File: config.mk
export PLATFORM = sky130hd
export DESIGN_NAME = keypad_scan
export DESIGN_NICKNAME = d
export VERILOG_FILES = /design/src/rtl/keypad_scan.sv
export SDC_FILE = /design/constraint.sdc
export NUM_CORES = 1
export LEC_CHECK = 0
export CELL_PAD_IN_SITES_DETAIL_PLACEMENT = 1
export CELL_PAD_IN_SITES_GLOBAL_PLACEMENT = 2
export CORE_UTILIZATION = 35
export DETAILED_ROUTE_END_ITERATION = 8
export MAX_ROUTING_LAYER = met4
export PLACE_DENSITY_LB_ADDON = 0.1
export SYNTH_ARGS = -nofsm -noshare
export SYNTH_HDL_FRONTEND = slang
export SYNTH_SLANG_ARGS = --single-unit
File: constraint.sdc
create_clock -name clk -period 2.2 [get_ports clk]
set_clock_uncertainty 0.1 [all_clocks]
set_input_delay 0.44 -clock clk [delete_from_list [all_inputs] [get_ports clk]]
set_output_delay 0.44 -clock clk [all_outputs]
set_load 0.02 [all_outputs]
File: src/rtl/keypad_scan.sv
// keypad_scan: 4x4 active-low matrix keypad scanner with 2-flop column synchronizer and debounce.
// Define KEYPAD_REPEAT_EN to add auto-repeat pulses while a key is held.
module keypad_scan #(
  parameter int ROW_CYCLES   = 100000,
  parameter int DEBOUNCE_N   = 20,
  parameter int REPEAT_DELAY = 500,
  parameter int REPEAT_RATE  = 100
) (
  input  logic       clk,
  input  logic       reset,
  input  logic [3:0] col_in,
  output logic [3:0] row_out,
  output logic [3:0] key_code,
  output logic       key_valid,
  output logic       key_pressed
);

  localparam int DW = (ROW_CYCLES > 1) ? $clog2(ROW_CYCLES) : 1;
  localparam int MW = $clog2(DEBOUNCE_N + 1);

  typedef enum logic [1:0] {
    ST_SCAN     = 2'd0,
    ST_DEBOUNCE = 2'd1,
    ST_HOLD     = 2'd2,
    ST_RELEASE  = 2'd3
  } state_e;

  state_e        state_q, state_d;
  logic [3:0]    col_meta_q, col_sync_q;
  logic [DW-1:0] dwell_q, dwell_d;
  logic [1:0]    row_idx_q, row_idx_d;
  logic [3:0]    row_q, row_d;
  logic [1:0]    col_lat_q, col_lat_d;
  logic [MW-1:0] match_q, match_d;
  logic [3:0]    code_q, code_d;
  logic          valid_q, valid_d;
  logic          pressed_q, pressed_d;
  logic          sample_s, any_low_s, lat_low_s, pulse_s;
  logic [1:0]    low_col_s;

`ifdef KEYPAD_REPEAT_EN
  localparam int RMAX = (REPEAT_DELAY > REPEAT_RATE) ? REPEAT_DELAY : REPEAT_RATE;
  localparam int RW   = $clog2(RMAX + 1);
  logic [RW-1:0] rpt_cnt_q, rpt_cnt_d;
  logic          rpt_first_q, rpt_first_d;
`else
  if (REPEAT_DELAY < 1 || REPEAT_RATE < 1) begin : g_repeat_unused
  end
`endif

  assign row_out     = row_q;
  assign key_code    = code_q;
  assign key_valid   = valid_q;
  assign key_pressed = pressed_q;

  always_comb begin
    sample_s  = (dwell_q == DW'(ROW_CYCLES - 1));
    any_low_s = (col_sync_q != 4'b1111);
    lat_low_s = ~col_sync_q[col_lat_q];
    if (!col_sync_q[0])      low_col_s = 2'd0;
    else if (!col_sync_q[1]) low_col_s = 2'd1;
    else if (!col_sync_q[2]) low_col_s = 2'd2;
    else                     low_col_s = 2'd3;
  end

  always_comb begin
    state_d   = state_q;
    dwell_d   = sample_s ? '0 : dwell_q + DW'(1);
    row_idx_d = row_idx_q;
    col_lat_d = col_lat_q;
    match_d   = match_q;
    code_d    = code_q;
    pressed_d = pressed_q;
    pulse_s   = 1'b0;
`ifdef KEYPAD_REPEAT_EN
    rpt_cnt_d   = rpt_cnt_q;
    rpt_first_d = rpt_first_q;
`endif
    case (state_q)
      ST_SCAN: begin
        if (sample_s && any_low_s) begin
          col_lat_d = low_col_s;
          match_d   = '0;
          state_d   = ST_DEBOUNCE;
        end else if (sample_s) begin
          row_idx_d = row_idx_q + 2'd1;
        end else begin
          row_idx_d = row_idx_q;
        end
      end
      ST_DEBOUNCE: begin
        if (sample_s && lat_low_s) begin
          if (match_q == MW'(DEBOUNCE_N - 1)) begin
            code_d    = {row_idx_q, col_lat_q};
            pulse_s   = 1'b1;
            pressed_d = 1'b1;
            match_d   = '0;
            state_d   = ST_HOLD;
`ifdef KEYPAD_REPEAT_EN
            rpt_cnt_d   = '0;
            rpt_first_d = 1'b0;
`endif
          end else begin
            match_d = match_q + MW'(1);
          end
        end else if (sample_s) begin
          match_d = '0;
          state_d = ST_SCAN;
        end else begin
          match_d = match_q;
        end
      end
      ST_HOLD: begin
        if (sample_s && !lat_low_s) begin
          // The sample that sees the key high is the first of the release run.
          if (DEBOUNCE_N <= 1) begin
            pressed_d = 1'b0;
            row_idx_d = 2'd0;
            match_d   = '0;
            state_d   = ST_SCAN;
          end else begin
            match_d = MW'(1);
            state_d = ST_RELEASE;
          end
        end else if (sample_s) begin
`ifdef KEYPAD_REPEAT_EN
          if (!rpt_first_q && (rpt_cnt_q >= RW'(REPEAT_DELAY - 1))) begin
            pulse_s     = 1'b1;
            rpt_cnt_d   = '0;
            rpt_first_d = 1'b1;
          end else if (rpt_first_q && (rpt_cnt_q >= RW'(REPEAT_RATE - 1))) begin
            pulse_s   = 1'b1;
            rpt_cnt_d = '0;
          end else begin
            rpt_cnt_d = rpt_cnt_q + RW'(1);
          end
`else
          match_d = '0;
`endif
        end else begin
          match_d = match_q;
        end
      end
      ST_RELEASE: begin
        if (sample_s && lat_low_s) begin
          match_d = '0;
          state_d = ST_HOLD;
        end else if (sample_s && (match_q >= MW'(DEBOUNCE_N - 1))) begin
          pressed_d = 1'b0;
          row_idx_d = 2'd0;
          match_d   = '0;
          state_d   = ST_SCAN;
        end else if (sample_s) begin
          match_d = match_q + MW'(1);
        end else begin
          match_d = match_q;
        end
      end
      default: begin
        state_d = ST_SCAN;
      end
    endcase
    valid_d = pulse_s & ~valid_q;
    row_d   = ~(4'b0001 << row_idx_d);
  end

  always_ff @(posedge clk or negedge reset) begin
    if (!reset) begin
      col_meta_q <= 4'b0000;
      col_sync_q <= 4'b0000;
      state_q    <= ST_SCAN;
      dwell_q    <= '0;
      row_idx_q  <= 2'd0;
      row_q      <= 4'b1110;
      col_lat_q  <= 2'd0;
      match_q    <= '0;
      code_q     <= 4'd0;
      valid_q    <= 1'b0;
      pressed_q  <= 1'b0;
    end else begin
      col_meta_q <= col_in;
      col_sync_q <= col_meta_q;
      state_q    <= state_d;
      dwell_q    <= dwell_d;
      row_idx_q  <= row_idx_d;
      row_q      <= row_d;
      col_lat_q  <= col_lat_d;
      match_q    <= match_d;
      code_q     <= code_d;
      valid_q    <= valid_d;
      pressed_q  <= pressed_d;
    end
  end

`ifdef KEYPAD_REPEAT_EN
  always_ff @(posedge clk or negedge reset) begin
    if (!reset) begin
      rpt_cnt_q   <= '0;
      rpt_first_q <= 1'b0;
    end else begin
      rpt_cnt_q   <= rpt_cnt_d;
      rpt_first_q <= rpt_first_d;
    end
  end
`endif

endmodule

==> impl_metrics.toml, run 1 <==
[global_route]
overflow = 0
grt_pass1_vias = 1928
grt_max_degree = 25
antenna_found_initial = 0
grt_pass1_wl_mm = 9.33
grt.total_usage_pct = 17.4

[clocking]
cts_buffers = 5
cts_root_buffer = "clkbuf_8"
clockBufferDepth = 2
cts_tree = "built"
clock_latency_ps = 300
clk_pin_slew_ps = 80
cts_sinks = 46
cts_max_level = 2

[sta]
max_freq_ghz = 0.468
slew_headroom_pct = 61.1
worst_slew_pin_slew_ps = 584
rsz0062_at_grt = "true"
setup_ws_ps = 65.5
maxSlewViolCount = 0
finalHoldViolCount = 0
min_period_over_period_pct = 97.0
fin_crit_ps = 2130
setup_viol = 0
fin_hold_ws_ps = 35.8

[detailed_routing]
remaining_drc_errors = 0
ant_nets = 0
first_pass_iters = 4
wl_per_cell_um = 16.7
wl_mm = 5.52
vias_per_cell = 5.36
first_iter_violations = 110
vias = 1774

[critical_path]
end_kind = "register"
critPathArrivalTime_ps = 2270
rrSetupSlack_ps = 70
reg2reg_from = "dwell_q[13]"
cp-start-kind = "register"
timing.rr.end = "row_out[2]"
required_ps = 2330
reg2reg_depth = 7
critPathMaxFanout = 6
critPathKind = "reg -> reg"

[synth]
post_synth_num_cell_types = 55
synth_ff_type = "dfrtp_1"
synth_seq_area_share_pct = 50.2
avgSynthCellArea_um2 = 11.1
ys_seq_elements = 46
yosysWarningCount = 0
synth-edff-count = 0
synthArstFlopShare_pct = 100
synth_fp_nets = 221
postSynthCellCount = 208
syn_area_um2 = 2300

[min_path]
min_path_type = "in -> async"

[place]
port_buffers = 15
hpwl_mm = 3.94
pre_cts_ws_ps = -31.8
gp_congestion = 0.872

[cells_and_area]
final_cell_mix = "dfrtp_1, buf_4, nand2_1, nor2_1, clkdlybuf4s50_1"
nNetsFinal = 266
diodes = 0
n_fill_cell = 704
final_common_cell = "dfrtp_1"
syn_to_final_growth_pct = 28.6
drive_above_1_share_pct = 26.0

[run_status]
outcome = "finished clean"

[job]
maxCapViolCount = 0

[die]
die_x_um = 83.0
ioPinCount = 16
num_rows = 29
die_area_um2 = 6890
coreArea_um2 = 6350
initial_core_util_pct = 36.2
fp.dieH_um = 83.0

[power_and_ir_drop]
power.density_nw_per_um2 = 515
leakage_nw = 1.27
peakVddDrop_mv = 0.310
## state kept, by name (all words and copies together) (netlist names), named ones only
register and flops:
col_sync_q 4, key_valid 1, col_meta_q 4, state_q 1, dwell_q 17, row_idx_q 2
key_code 4, col_lat_q 2, key_pressed 1, match_q 5, row_out 4
## power breakdown
part	switching [mW]	leakage, nW	internal (mW)	total [mW]
Clock	0.288	0.0524	0.340	0.629
Sequential	0.00400	0.598	0.852	0.856
Combinational	0.0248	0.616	0.0130	0.0378
Total	0.317	1.27	1.21	1.52
## synthesized netlist by cell type, types with 3 or more instances
cell	instances	area, um2
dfrtp_1	43	1080
nand2_1	21	78.8
nor2_1	19	71.3
nand3_1	13	65.1
xnor2_1	10	87.6
inv_1	8	30.0
ha_1	7	87.6
o21ai_0	7	35.0
and4_1	5	43.8
nand4_1	5	31.3
xor2_1	5	43.8
mux2_2	4	45.0
a21oi_1	3	15.0
dfstp_2	3	78.8
nand2b_1	3	18.8
o21ai_1	3	15.0
## per-layer routing
| layer | wire [um] | vias up | GRT usage [%] |
|---|---|---|---|
| li1 | - | 845 | - |
| met1 | 2570 | 892 | 22.2 |
| met2 | 2730 | 28 | 28.0 |
| met3 | 116 | 9 | 3.08 |
| met4 | 109 | 0 | 6.11 |
| met5 | 0 | - | - |
## through the flow
stage | power, mW | instance area (um2) | cells | utilization [%] | setup TNS [ps]
global placement | 0.910 | 2680 | 316 | 42.2 | 0
detailed placement | 0.912 | 2680 | 316 | 42.2 | -64.1
CTS | 1.55 | 2820 | 326 | 44.4 | -0.226
global route | 1.59 | 2960 | 331 | 46.6 | -248
finish | 1.52 | 2960 | 331 | 46.6 | 0
floorplan | 0.879 | 2300 | 208 | - | 0
## what timing repair did
item / CTS / global route
resized for setup: 4 / 19
hold buffers: 0 / 0
setup endpoints to repair: 8 / 17
buffers inserted: 2 / 5
pin swaps: 3 / 8
## worst max-delay path, cell delays in order (launching register included)
cell,delay [ps]
dfrtp_2,440
nor4b_4,310
buf_4,170
nand4_4,110
nand3b_4,200
a221oi_4,380
and3b_1,240
a21oi_2,110
## cell families (layout without fill, tap and decap cells)
group | count (synthesis) | in the layout | synth area share, %
AOI/OAI and AO/OA | 33 | 33 | 11.1
DFF | 46 | 46 | 50.2
buffers and inverters | 12 | 58 | 2.23
muxes | 5 | 5 | 2.94
and+or+nand+nor | 89 | 89 | 23.5
xor gates and xnor gates | 15 | 15 | 5.72
adders and majority gates | 8 | 8 | 4.25
## layout make-up
| class | count | area (um2) | area share, % |
|---|---|---|---|
| repair buffers | 42 | 368 | 12.4 |
| flip-flops and latches | 46 | 1160 | 39.1 |
| clock buffers | 7 | 76.3 | 2.58 |
| clock inverters | 1 | 30.0 | 1.02 |
| multi-input cells | 150 | 1200 | 40.6 |
| inverters | 8 | 30.0 | 1.02 |
| well taps | 77 | 96.3 | 3.26 |
## worst max-delay path by stage
stage / start / to / slack, ps / depth (start not counted)
6_report: dwell_q[13] / row_out[2] / 70 / 7
5_1_grt: match_q[1] / key_pressed / -60 / 9
3_3_place_gp: match_q[1] / key_code[2] / 50 / 7
2_1_floorplan: dwell_q[0] / row_out[0] / 120 / 8
4_1_cts: dwell_q[14] / row_out[0] / -0.2 / 6
3_5_place_dp: dwell_q[0] / match_q[2] / -30 / 8
No activity file was read; power rests on OpenSTA's default activity.
==> inputs of run 2 (changes only) <==
--- a/config.mk
+++ b/config.mk
@@ -11,6 +11,7 @@
 export DETAILED_ROUTE_END_ITERATION = 8
 export MAX_ROUTING_LAYER = met4
 export PLACE_DENSITY_LB_ADDON = 0.1
+export SETUP_SLACK_MARGIN = 0.05
 export SYNTH_ARGS = -nofsm -noshare
 export SYNTH_HDL_FRONTEND = slang
 export SYNTH_SLANG_ARGS = --single-unit
==> impl_metrics.toml, run 2 (synthesis gave the netlist of run 1 again) <==
[detailed_routing]
remaining_drc_errors = 0
vias = 1766
first_iter_violations = 69
wl_per_cell_um = 16.5
first_pass_iters = 4
ant_nets = 0
wl_mm = 5.50
vias_per_cell = 5.30

[clocking]
clockBufferDepth = 2
clk_pin_slew_ps = 90
clock_latency_ps = 300
hold_buffers = 0
cts_sinks = 46
cts_buffers = 5
cts_tree = "built"
cts_max_level = 2
cts_root_buffer = "clkbuf_8"

[critical_path]
critPathMaxFanout = 6
crit_cells = 7
cp-start-kind = "register"
critPathLaunch = "match_q[1]"
required_ps = 2320
slowest_delay_ps = 450
timing.rr.end = "row_out[1]"
reg2reg_depth = 7
rrSetupSlack_ps = -4
cp.buffers_inverters = 1
cp_cell_sequence = "ha_1, a2111oi_1, nor2b_1, nand3b_4, a221oi_4, buf_4, or3_1"
reg2reg_from = "match_q[1]"
critPathKind = "reg -> reg"
cp_slowest_cell = "a2111oi_1"
path_delay_family = "simple AND/OR/NAND/NOR gates"
end_kind = "register"
critPathArrivalTime_ps = 2320

[global_route]
grt_util_met2_pct = 28.7
grt_max_degree = 25
grt-busiest-layer = "met2"
grt_pass1_wl_mm = 9.48
grt_pass1_vias = 1924
overflow = 0
antenna_found_initial = 0
grt_use_met3_pct = 3.08
grt.total_usage_pct = 17.7
met1_usage_pct = 22.6

[die]
fp.dieH_um = 83.0
die_x_um = 83.0
initial_core_util_pct = 36.2
num_rows = 29
die_area_um2 = 6890
coreArea_um2 = 6350
ioPinCount = 16

[place]
gp_congestion = 0.872
port_buffers = 15
hpwl_mm = 3.94
placed_cell_area_um2 = 2680

[power_and_ir_drop]
finalPower_mw = 1.53
peakVddDrop_mv = 0.315
leakage_nw = 1.28
power.density_nw_per_um2 = 514

[cells_and_area]
fin_area_um2 = 2970
max_flop_register = "dwell_q"
final_common_cell = "dfrtp_1"
syn_to_final_growth_pct = 29.3
nNetsFinal = 268
final_cell_mix = "dfrtp_1, buf_4, nand2_1, nor2_1, clkdlybuf4s50_1"
drive_above_1_share_pct = 26.2
diodes = 0
largest_register_ffs = 17
reg_top3 = "dwell_q (17), match_q (5)"

[sta]
setup_ws_ps = -3.54
finalHoldViolCount = 0
fin_setup_tns_ps = -3.54
maxSlewViolCount = 0
max_freq_ghz = 0.454
setup_viol = 1
rsz0062_at_grt = "true"
min_period_over_period_pct = 100
fin_crit_ps = 2200
worst_slew_pin_slew_ps = 568
slew_headroom_pct = 62.1

[job]
maxCapViolCount = 0

[min_path]
min_path_type = "in -> async"

[run_status]
failed_checks = "setup timing"
outcome = "finished with violations"
[run 2: layout make-up]
| cell class | instances | area, um2 |
|---|---|---|
| clock buffer | 7 | 76.3 |
| clock inverter | 1 | 30.0 |
| fill | 705 | 3380 |
| inverter | 8 | 30.0 |
| multi-input combinational | 150 | 1200 |
| sequential | 46 | 1160 |
| tap | 77 | 96.3 |
| timing repair buffer | 44 | 383 |
[run 2: routing by layer]
metal / vias to the layer above / wire length [um] / part of all wire, %
li1: 845 / - / -
met1: 895 / 2560 / 47
met2: 21 / 2780 / 50
met3: 5 / 91 / 1.7
met4: 0 / 66 / 1.2
met5: - / 0 / 0
[run 2: metrics by stage]
step	instances	util, %	hold WS [ps]	worst slack [ps]
final	333	46.8	29.2	-3.54
after global routing	333	46.8	57.3	-75.2
after CTS	327	44.8	38.0	-0.226
after detailed placement	316	42.2	236	-31.8
after global placement	316	42.2	232	45.1
after floorplan	208	-	44.4	116
[run 2: power breakdown]
part | switching [mW] | internal (mW)
clock network | 0.292 | 0.340
logic | 0.0248 | 0.0130
registers | 0.00404 | 0.852
[run 2: worst max path at each step]
stage	to	slack [ps]
final	row_out[1]	-4
after global placement	key_code[2]	50
after floorplan	row_out[0]	120
after detailed placement	match_q[2]	-30
after CTS	row_out[0]	-0.2
after global routing	row_out[2]	-80
[run 2: timing repair]
item | 4_1_cts | 5_1_grt
setup buffers | 3 | 6
gates resized for setup | 6 | 17
setup endpoints to repair | 13 | 18
pin swaps | 4 | 9
==> inputs of run 3 (changes only) <==
==> constraint.sdc (replaced) <==
create_clock -name clk -period 1.8 [get_ports clk]
set_clock_uncertainty 0.1 [all_clocks]
set_input_delay 0.36 -clock clk [delete_from_list [all_inputs] [get_ports clk]]
set_output_delay 0.36 -clock clk [all_outputs]
set_load 0.02 [all_outputs]
==> impl_metrics.toml, run 3 (synthesis gave the netlist of run 1 again) <==
[sta]
fin_crit_ps = 2170
fin_hold_ws_ps = 257
min_period_over_period_pct = 120
maxSlewViolCount = 0
finalHoldViolCount = 0
max_freq_ghz = 0.462
setup_ws_ps = -366
worst_slew_pin_slew_ps = 423
setup_viol = 23
slew_headroom_pct = 71.8
fin_setup_tns_ps = -5610
rsz0062_at_grt = "true"

[detailed_routing]
vias_per_cell = 5.12
vias = 1976
remaining_drc_errors = 0
wl_per_cell_um = 16.7
first_iter_violations = 61
ant_nets = 0
wl_mm = 6.44
first_pass_iters = 4

[global_route]
grt-busiest-layer = "met2"
overflow = 0
met1_usage_pct = 22.9
antenna_found_initial = 0
grt.total_usage_pct = 19.5
grt_pass1_wl_mm = 10.3
grt_use_met3_pct = 3.28
grt_max_degree = 32
grt_pass1_vias = 2110
grt_util_met2_pct = 33.8

[power_and_ir_drop]
leakage_nw = 1.69
finalPower_mw = 1.81
power.share.switching_pct = 24.9
peakVddDrop_mv = 0.386
power.share.sequential_pct = 57.7
power.switching_mw = 0.450
pwr-share-comb_pct = 3.7
power.density_nw_per_um2 = 507
power.share.clock_pct = 38.6
internal_power_mw = 1.36

[die]
coreArea_um2 = 6350
die_area_um2 = 6890
fp.dieH_um = 83.0
ioPinCount = 16
num_rows = 29
initial_core_util_pct = 36.2
die_x_um = 83.0

[cells_and_area]
multi_input_area_um2 = 1370
fin_area_um2 = 3570
fin_util_pct = 56.3
final_common_cell = "buf_4"
layoutNonFillerInstCount = 386
reg_top3 = "dwell_q (17), match_q (5)"
max_flop_register = "dwell_q"
nNetsFinal = 321
syn_to_final_growth_pct = 55.5
drive_above_1_share_pct = 47.9
n_fill_cell = 663
seq_area_um2 = 1160
diodes = 0
largest_register_ffs = 17
final_cell_mix = "buf_4, dfrtp_1, nor2_1, nand2_1, buf_6"

[place]
hpwl_mm = 4.45
gp_congestion = 0.888
pre_cts_ws_ps = -400
port_buffers = 15
dpl.cell_count = 362
placed_cell_area_um2 = 3060

[critical_path]
timing.rr.end = "match_q[1]"
reg2reg_depth = 6
cp-start-kind = "register"
critPathArrivalTime_ps = 2280
rrSetupSlack_ps = -370
reg2reg_from = "dwell_q[12]"
cp_cell_sequence = "nor4b_4, and4_4, buf_6, nor4_4, a211o_1, a32o_1"
crit_end = "match_q[1]"
end_kind = "register"
critPathLaunch = "dwell_q[12]"
required_ps = 1910
cp_slowest_cell = "dfrtp_1"
critPathKind = "reg -> reg"
critPathMaxFanout = 8
slowest_delay_ps = 420

[clocking]
cts_sinks = 46
clockBufferDepth = 2
cts_tree = "built"
cts_max_level = 2
clock_latency_ps = 310
clk_pin_slew_ps = 100
cts_root_buffer = "clkbuf_8"
cts_buffers = 5

[run_status]
outcome = "finished with violations"
failed_checks = "setup timing"

[min_path]
min_path_type = "reg -> reg"

[job]
maxCapViolCount = 0
-- run 3: changes by cell type in the layout (fill, tap and decap cells not counted), sizes merged --
cell	before	now
inv	8	11
buf	30	82
dlygate4sd2	0	7
dlymetal6s2s	0	3
dlygate4sd3	0	1
clkdlybuf4s50	14	4
clkbuf	7	5
bufinv	1	0
-- run 3: repair_timing --
item,4_1_cts,5_1_grt
endpoints found under the hold margin,12,0
hold buffers,1,0
gates resized for setup,31,50
buffers inserted,1,17
endpoints found under the setup margin,30,30
pin swaps,5,28
-- run 3: cell type report --
class	instances	share of cell area, %
Clock inverter	3	0.735
Tap cell	77	2.70
Inverter	8	0.910
Sequential cell	46	32.3
Clock buffer	5	1.93
Timing Repair Buffer	97	23.1
Multi-Input combinational cell	150	38.3
-- run 3: metal layers --
metal  vias to the layer above  share of wire [%]  wire length [um]
met5                         -                  0                 0
met4                         0                2.5               158
met3                        13                2.1               137
met2                        29                 53              3410
met1                       984                 42              2730
li1                        950                  -                 -
-- run 3: power by group through the flow --
stage               logic (mW)  clock network [mW]  registers, mW
global placement        0.0591                   0           1.07
CTS                     0.0650               0.715           1.05
floorplan              0.00859                   0           1.07
global route            0.0748               0.757           1.05
finish                  0.0672               0.698           1.05
detailed placement      0.0620                   0           1.07
-- run 3: worst max-delay path, delay by kind of cell (launching register included) --
| kind | cells | cell delay (ps) |
|---|---|---|
| AND/OR/NAND/NOR | 3 | 820 |
| AO/OA/AOI/OAI | 2 | 610 |
| flip-flops | 1 | 420 |
| buffers and inverters | 1 | 130 |
-- run 3: worst min path at each step --
| stage | end | cells past startpoint | slack, ps | start |
|---|---|---|---|---|
| 2_1_floorplan | asynchronous set/reset pin | 0 | -40 | reset |
| 3_3_place_gp | row_idx_q[1] | 1 | 200 | reset |
| 3_5_place_dp | row_idx_q[1] | 1 | 220 | reset |
| 4_1_cts | col_sync_q[3] | 0 | 260 | col_meta_q[3] |
| 5_1_grt | col_sync_q[0] | 0 | 270 | col_meta_q[0] |
| 6_report | col_sync_q[1] | 0 | 260 | col_meta_q[1] |
